--- src/rtl/bcd_ctrl_pkg.sv ---
// Purpose: shared op codes, FSM states and BCD digit helpers for the BCD counter sequencer.
// Latency: n/a (declarations and pure functions only).
// Backpressure: n/a.
package bcd_ctrl_pkg;

    localparam int                 DIGIT_W = 4;
    localparam logic [DIGIT_W-1:0] BCD_MAX = 4'd9;

    localparam logic [2:0] OP_NOP        = 3'd0;
    localparam logic [2:0] OP_LOAD       = 3'd1;
    localparam logic [2:0] OP_CLEAR      = 3'd2;
    localparam logic [2:0] OP_COUNT_UP   = 3'd3;
    localparam logic [2:0] OP_COUNT_DOWN = 3'd4;

    typedef enum logic {
        IDLE = 1'b0,
        EXEC = 1'b1
    } state_t;

    function automatic logic digit_ok(input logic [DIGIT_W-1:0] d);
        return d <= BCD_MAX;
    endfunction

    // Single source of truth for a digit's update rule; the digit register and
    // the optional terminal-count lookahead both evaluate it.
    // Priority: clear > load > inc > dec.
    function automatic logic [DIGIT_W-1:0] digit_next(
        input logic [DIGIT_W-1:0] value,
        input logic               clr,
        input logic               load,
        input logic [DIGIT_W-1:0] load_val,
        input logic               inc,
        input logic               dec
    );
        logic [DIGIT_W-1:0] r;
        r = value;
        if (clr)
            r = '0;
        else if (load)
            r = load_val;
        else if (inc)
            r = (value == BCD_MAX) ? '0 : value + 1'b1;
        else if (dec)
            r = (value == '0) ? BCD_MAX : value - 1'b1;
        return r;
    endfunction

endpackage

--- src/rtl/bcd_digit.sv ---
// Purpose: one decade (0..9) digit register with clear/load/inc/dec enables.
// Latency: value updates on the edge where an enable is high; carry/borrow are combinational.
// Backpressure: none; the sequencer guarantees at most the intended enable per cycle.
// Ports: clock, reset_n (async active-low); clr/load/inc/dec enables, load_val;
//        value (registered digit), carry_out (inc at 9), borrow_out (dec at 0).
module bcd_digit
    import bcd_ctrl_pkg::*;
(
    input  logic               clock,
    input  logic               reset_n,
    input  logic               clr,
    input  logic               load,
    input  logic [DIGIT_W-1:0] load_val,
    input  logic               inc,
    input  logic               dec,
    output logic [DIGIT_W-1:0] value,
    output logic               carry_out,
    output logic               borrow_out
);

    always_ff @(posedge clock or negedge reset_n) begin
        if (!reset_n)
            value <= '0;
        else
            value <= digit_next(value, clr, load, load_val, inc, dec);
    end

    assign carry_out  = inc && (value == BCD_MAX);
    assign borrow_out = dec && (value == '0);

endmodule

--- src/rtl/bcd_count_ctrl.sv ---
// Purpose: sequencer for a DIGITS-long BCD up/down counter; only writer of the digit registers.
// Latency: accept edge, then 1 EXEC cycle (NOP/LOAD/CLEAR/illegal) or 1..DIGITS (count ripple); done one cycle later.
// Backpressure: cmd_ready is high only in IDLE; cmd_valid while busy is held off.
// Ports: clock, reset_n (async active-low); cmd_valid/cmd_ready/cmd_op/cmd_data command channel;
//        count_bcd (digit i at [4i+3:4i]), busy, done/wrap/sat/err pulses, at_zero.
// Optional: BCD_CTRL_TC_EN adds tc_bcd input and registered tc_hit output.
module bcd_count_ctrl
    import bcd_ctrl_pkg::*;
#(
    parameter int DIGITS = 4
) (
    input  logic                      clock,
    input  logic                      reset_n,
    input  logic                      cmd_valid,
    output logic                      cmd_ready,
    input  logic [2:0]                cmd_op,
    input  logic [DIGIT_W*DIGITS-1:0] cmd_data,
    output logic [DIGIT_W*DIGITS-1:0] count_bcd,
    output logic                      busy,
    output logic                      done,
    output logic                      wrap,
    output logic                      sat,
    output logic                      err,
    output logic                      at_zero
`ifdef BCD_CTRL_TC_EN
    ,
    input  logic [DIGIT_W*DIGITS-1:0] tc_bcd,
    output logic                      tc_hit
`endif
);

    localparam int                 CW       = DIGIT_W * DIGITS;
    localparam int                 IDX_W    = (DIGITS > 1) ? $clog2(DIGITS) : 1;
    localparam logic [IDX_W-1:0]   LAST_IDX = IDX_W'(DIGITS - 1);

    state_t            state, state_nxt;
    logic [IDX_W-1:0]  idx, idx_nxt;
    logic [2:0]        op_q;
    logic [CW-1:0]     data_q;

    logic [DIGITS-1:0] d_clr, d_load, d_inc, d_dec;
    logic [DIGITS-1:0] d_carry, d_borrow;

    logic accept;
    logic load_ok;
    logic ripple;
    logic finish;
    logic sat_nxt, err_nxt, wrap_nxt;

    assign cmd_ready = (state == IDLE);
    assign busy      = (state == EXEC);
    assign accept    = cmd_valid && cmd_ready;
    assign at_zero   = (count_bcd == '0);

    // A LOAD is all-or-nothing: a single bad nibble rejects the whole value.
    always_comb begin
        load_ok = 1'b1;
        for (int i = 0; i < DIGITS; i++) begin
            if (!digit_ok(data_q[i*DIGIT_W +: DIGIT_W]))
                load_ok = 1'b0;
        end
    end

    // Digit enables for the current EXEC cycle. Count ops touch only the
    // digit under idx; the ripple decision comes back via carry/borrow.
    always_comb begin
        d_clr   = '0;
        d_load  = '0;
        d_inc   = '0;
        d_dec   = '0;
        sat_nxt = 1'b0;
        err_nxt = 1'b0;
        if (state == EXEC) begin
            case (op_q)
                OP_NOP: ;
                OP_LOAD: begin
                    if (load_ok)
                        d_load = '1;
                    else
                        err_nxt = 1'b1;
                end
                OP_CLEAR:      d_clr = '1;
                OP_COUNT_UP:   d_inc[idx] = 1'b1;
                OP_COUNT_DOWN: begin
                    // Saturate at zero instead of wrapping to all-9s.
                    if (at_zero)
                        sat_nxt = 1'b1;
                    else
                        d_dec[idx] = 1'b1;
                end
                default: err_nxt = 1'b1;
            endcase
        end
    end

    assign ripple   = |(d_carry | d_borrow);
    assign wrap_nxt = d_carry[DIGITS-1];

    always_comb begin
        state_nxt = state;
        idx_nxt   = idx;
        finish    = 1'b0;
        case (state)
            IDLE: begin
                if (accept) begin
                    state_nxt = EXEC;
                    idx_nxt   = '0;
                end
            end
            EXEC: begin
                if (ripple && (idx != LAST_IDX)) begin
                    idx_nxt = idx + 1'b1;
                end else begin
                    state_nxt = IDLE;
                    finish    = 1'b1;
                end
            end
            default: state_nxt = IDLE;
        endcase
    end

    always_ff @(posedge clock or negedge reset_n) begin
        if (!reset_n) begin
            state  <= IDLE;
            idx    <= '0;
            op_q   <= OP_NOP;
            data_q <= '0;
            done   <= 1'b0;
            wrap   <= 1'b0;
            sat    <= 1'b0;
            err    <= 1'b0;
        end else begin
            state <= state_nxt;
            idx   <= idx_nxt;
            if (accept) begin
                op_q   <= cmd_op;
                data_q <= cmd_data;
            end
            done <= finish;
            wrap <= finish && wrap_nxt;
            sat  <= finish && sat_nxt;
            err  <= finish && err_nxt;
        end
    end

    for (genvar g = 0; g < DIGITS; g++) begin : g_dig
        bcd_digit u_digit (
            .clock      (clock),
            .reset_n    (reset_n),
            .clr        (d_clr[g]),
            .load       (d_load[g]),
            .load_val   (data_q[g*DIGIT_W +: DIGIT_W]),
            .inc        (d_inc[g]),
            .dec        (d_dec[g]),
            .value      (count_bcd[g*DIGIT_W +: DIGIT_W]),
            .carry_out  (d_carry[g]),
            .borrow_out (d_borrow[g])
        );
    end

`ifdef BCD_CTRL_TC_EN
    // Look ahead to the post-edge count so tc_hit lines up with the cycle in
    // which the matching count is visible and the sequencer is idle.
    logic [CW-1:0] count_nxt;

    always_comb begin
        count_nxt = count_bcd;
        for (int i = 0; i < DIGITS; i++) begin
            count_nxt[i*DIGIT_W +: DIGIT_W] = digit_next(count_bcd[i*DIGIT_W +: DIGIT_W],
                                                         d_clr[i], d_load[i],
                                                         data_q[i*DIGIT_W +: DIGIT_W],
                                                         d_inc[i], d_dec[i]);
        end
    end

    always_ff @(posedge clock or negedge reset_n) begin
        if (!reset_n)
            tc_hit <= 1'b0;
        else
            tc_hit <= (state_nxt == IDLE) && (count_nxt == tc_bcd);
    end
`endif

endmodule

--- config.mk ---
export PLATFORM = sky130hd
export DESIGN_NAME = bcd_count_ctrl
export DESIGN_NICKNAME = d
export VERILOG_FILES = /design/src/rtl/bcd_ctrl_pkg.sv /design/src/rtl/bcd_digit.sv /design/src/rtl/bcd_count_ctrl.sv
export SDC_FILE = /design/constraint.sdc
export NUM_CORES = 1
export LEC_CHECK = 0
export BUFFER_PORTS_ARGS = -buffer_cell sky130_fd_sc_hd__buf_2
export CAP_MARGIN = 40
export CORE_MARGIN = 5
export CORE_UTILIZATION = 35
export CTS_CLUSTER_DIAMETER = 40
export DETAILED_ROUTE_END_ITERATION = 6
export PLACE_DENSITY = 0.55
export SLEW_MARGIN = 20
export SYNTH_ARGS = -nofsm -noshare
export SYNTH_HDL_FRONTEND = slang
export SYNTH_SLANG_ARGS = --single-unit
--- constraint.sdc ---
create_clock -name clock -period 4.3 [get_ports clock]
set_clock_uncertainty 0.05 [all_clocks]
set_input_delay 0.86 -clock clock [delete_from_list [all_inputs] [get_ports clock]]
set_output_delay 0.86 -clock clock [all_outputs]
set_load 0.03 [all_outputs]
==> flow_metrics.tcl <==
set metrics [dict create \
    status "complete, no violations" \
    power_density_mw_per_mm2 596 \
    cts_htree_levels 2 \
    tightest_slew_ps 670 \
    max-slew-margin-rel_pct 55.2 \
    clock-sinks 42 \
    tns_ps 0 \
    core_mm2 0.00773 \
    rsz0062_at_grt "false" \
    path_max_fanout 9 \
    yosys.area.top_type_share_pct 37.8 \
    period_share_pct 66.0 \
    routed_wl_mm 6.51 \
    synth_edf_count 0 \
    grt_usage_pct 13.9 \
    crit_start "g_dig[0].u_digit.value[0]$_DFFE_PN0P_" \
    fillers 744 \
    cts-hold-fix-buffers 0 \
    r2r_cells 5 \
    avgRoutedWirePerCell_um 15.4 \
    crit_path_end "at_zero" \
    synth_seq_cells 42 \
    gp_congestion 0.791 \
    syn_inst 284 \
    die_area_mm2 0.00983 \
    layout-drive-gt1-share_pct 29.2 \
    route.detailed.drc 0 \
    cts_tree "yes" \
    leakage_uw 0.00145 \
    io_buffers 44 \
    vias 2285 \
    grt_max_degree 28 \
    area_growth_pct 14.6 \
    setup_viol 0 \
    synth_top_flop_cell "dfrtp_1" \
    n_antenna_cell 0 \
    async_reset_ff_share_pct 100 \
    post_synth_num_cell_types 62 \
    regToRegSetupSlack_ps 1930 \
    cts_buffer_depth 2 \
    ios 45 \
    final_nets 356 \
    ys_seq_area_share_pct 37.8 \
    post-route-util_pct 41.2 \
    rows 32 \
    syn-num-nets 319 \
    postRouteAntennaNets 0 \
    cts_made_buffers 5 \
    first_iter_violations 71 \
    yosys.area.top_type "dfrtp_1" \
    fmax_ghz 0.352 \
    start_util_pct 36.0 \
    totalPowerFinal_uw 1900 \
    ys_warn_count 0 \
    worst_skew_pair.late_latency_ps 290 \
    crit_type "reg2out" \
    worst-endpoint-arrival_ps 1930 \
    critPathCaptureType "output port" \
    ir_drop_v 0.000255 \
    netlist_area_mm2 0.00278 \
    r2r-start "op_q[2]$_DFFE_PN0P_" \
    dr.pass1.iters 4 \
    yosys-top-cells-area "dfrtp_1 38%, mux2_2 7.7%, ha_1 5.9%" \
    hpwlAfterDp_mm 4.77 \
    grt_pass1_wl_mm 11.1 \
    clkTransAtPathRegs_ps 80 \
    r2r_end "g_dig[2].u_digit.value[3]$_DFFE_PN0P_" \
    avgViaCountPerCell 5.39 \
    grt_pass1_vias 2205 \
    grt.overflow.total 0 \
    min_period_ps 2840 \
    post-cts-setup-buffer-count 0 \
    antenna_found_initial 0 \
    synth_area_per_cell_um2 9.79 \
    startpoint_type "flip-flop" \
    dieWidth_um 99.1 \
    maxSlewViolCount 0 \
    required_ps 3390 \
    die_h_um 99.1 \
    cts_root_buf "clkbuf_8" \
    min_path_type "in2async" \
    cap_violations 0 \
    post_cts_resized 0 \
    hold_viol_final 0 \
]
-- layout by cell type (no fill, tap or decap), drive strengths merged, types with 2 or more instances in the layout --
cell	synthesis	routed
ha	13	13
a221o	4	4
a221oi	2	2
nor3	6	6
o21ai	12	12
mux2	21	21
inv	14	14
clkbuf	11	7
o31ai	2	2
or3	2	2
dfrtp	42	42
nand3	12	12
nand4	11	11
xnor2	6	6
buf	5	46
a22oi	3	3
o22ai	2	2
nor3b	7	7
a31oi	2	2
or2	2	2
o21bai	2	2
nor4	2	2
a211o	3	3
mux2i	3	3
o31a	3	3
a21oi	11	11
nand2	38	38
and4	3	3
o211ai	4	4
nor2	11	11
mux4	3	3
and3	2	2
nand3b	4	4
-- layout make-up --
cell class / count / area (µm²) / share of cell area (%)
Tap cell: 102 / 128 / 4.01
Multi-Input combinational cell: 212 / 1610 / 50.5
Clock inverter: 1 / 5.00 / 0.157
Timing Repair Buffer: 46 / 255 / 8.01
Clock buffer: 7 / 86.3 / 2.71
Sequential cell: 42 / 1050 / 33.0
Inverter: 14 / 52.6 / 1.65
-- stage by stage --
stage	hold slack, ps	instances	instance area [µm²]	setup slack, ps
2_1_floorplan	395	284	2780	1950
3_3_place_gp	445	414	3060	1800
3_5_place_dp	451	416	3090	1780
4_1_cts	441	424	3190	1450
5_1_grt	448	424	3190	1240
6_report	436	424	3190	1460
-- registers in the layout (all words and copies together) (netlist names) --
name                 cells
busy                     1
done                     1
data_q                  16
wrap                     1
err                      1
sat                      1
idx                      2
g_dig.u_digit.value     16
op_q                     3
-- Yosys cell counts, drive strengths merged (2+ instances only) --
library cell and count:
a211o 3, a21oi 11, a221o 4, a221oi 2
a22oi 3, a31oi 2, and3 2, and4 3
buf 5, clkbuf 11, dfrtp 42, ha 13
inv 14, mux2 21, mux2i 3, mux4 3
nand2 38, nand3 12, nand3b 4, nand4 11
nor2 11, nor3 6, nor3b 7, nor4 2
o211ai 4, o21ai 12, o21bai 2, o22ai 2
o31a 3, o31ai 2, or2 2, or3 2
xnor2 6
-- how the worst min path moves through the flow --
stage / from / end / slack (ps) / cells after the start
2_1_floorplan: data_q[8]$_DFFE_PN0P_ / g_dig[2].u_digit.value[0]$_DFFE_PN0P_ / 400 / 2
3_3_place_gp: data_q[0]$_DFFE_PN0P_ / data_q[0]$_DFFE_PN0P_ / 440 / 1
3_5_place_dp: data_q[8]$_DFFE_PN0P_ / data_q[8]$_DFFE_PN0P_ / 450 / 1
4_1_cts: reset_n / data_q[12]$_DFFE_PN0P_ / 440 / 1
5_1_grt: reset_n / g_dig[0].u_digit.value[3]$_DFFE_PN0P_ / 450 / 1
6_report: reset_n / data_q[15]$_DFFE_PN0P_ / 440 / 1
-- critical path, stage by stage, from the launching register on --
cell,delay (ps)
dfrtp_1,480
inv_1,110
ha_1,230
nor3b_4,290
nand4_1,170
inv_2,130
buf_2,220
-- power by group --
group | switching (µW) | internal [µW] | leakage [µW] | total, µW
clock network | 133 | 130 | 0.0000482 | 263
logic | 521 | 402 | 0.000867 | 923
registers | 210 | 502 | 0.000531 | 712
-- kinds of logic after synthesis --
group,Yosys count,share of synthesized area [%]
AND/OR/NAND/NOR,106,21.7
buffers and inverters,30,4.46
flip-flops,42,37.8
multiplexers,27,12.3
AO/OA/AOI/OAI,59,15.7
XOR/XNOR,7,2.21
adder cells (fa/ha/maj),13,5.85
-- metal layers --
metal | wire [µm] | part of all wire [%] | up-vias | GRT usage, %
met5 | 0 | 0 | - | 0
met2 | 2900 | 45 | 56 | 20.9
met1 | 3220 | 49 | 1100 | 20.1
li1 | - | - | 1122 | -
met3 | 327 | 5.0 | 7 | 3.30
met4 | 60 | 0.92 | 0 | 3.47
Note: power is estimated with default switching activity, not from simulation.
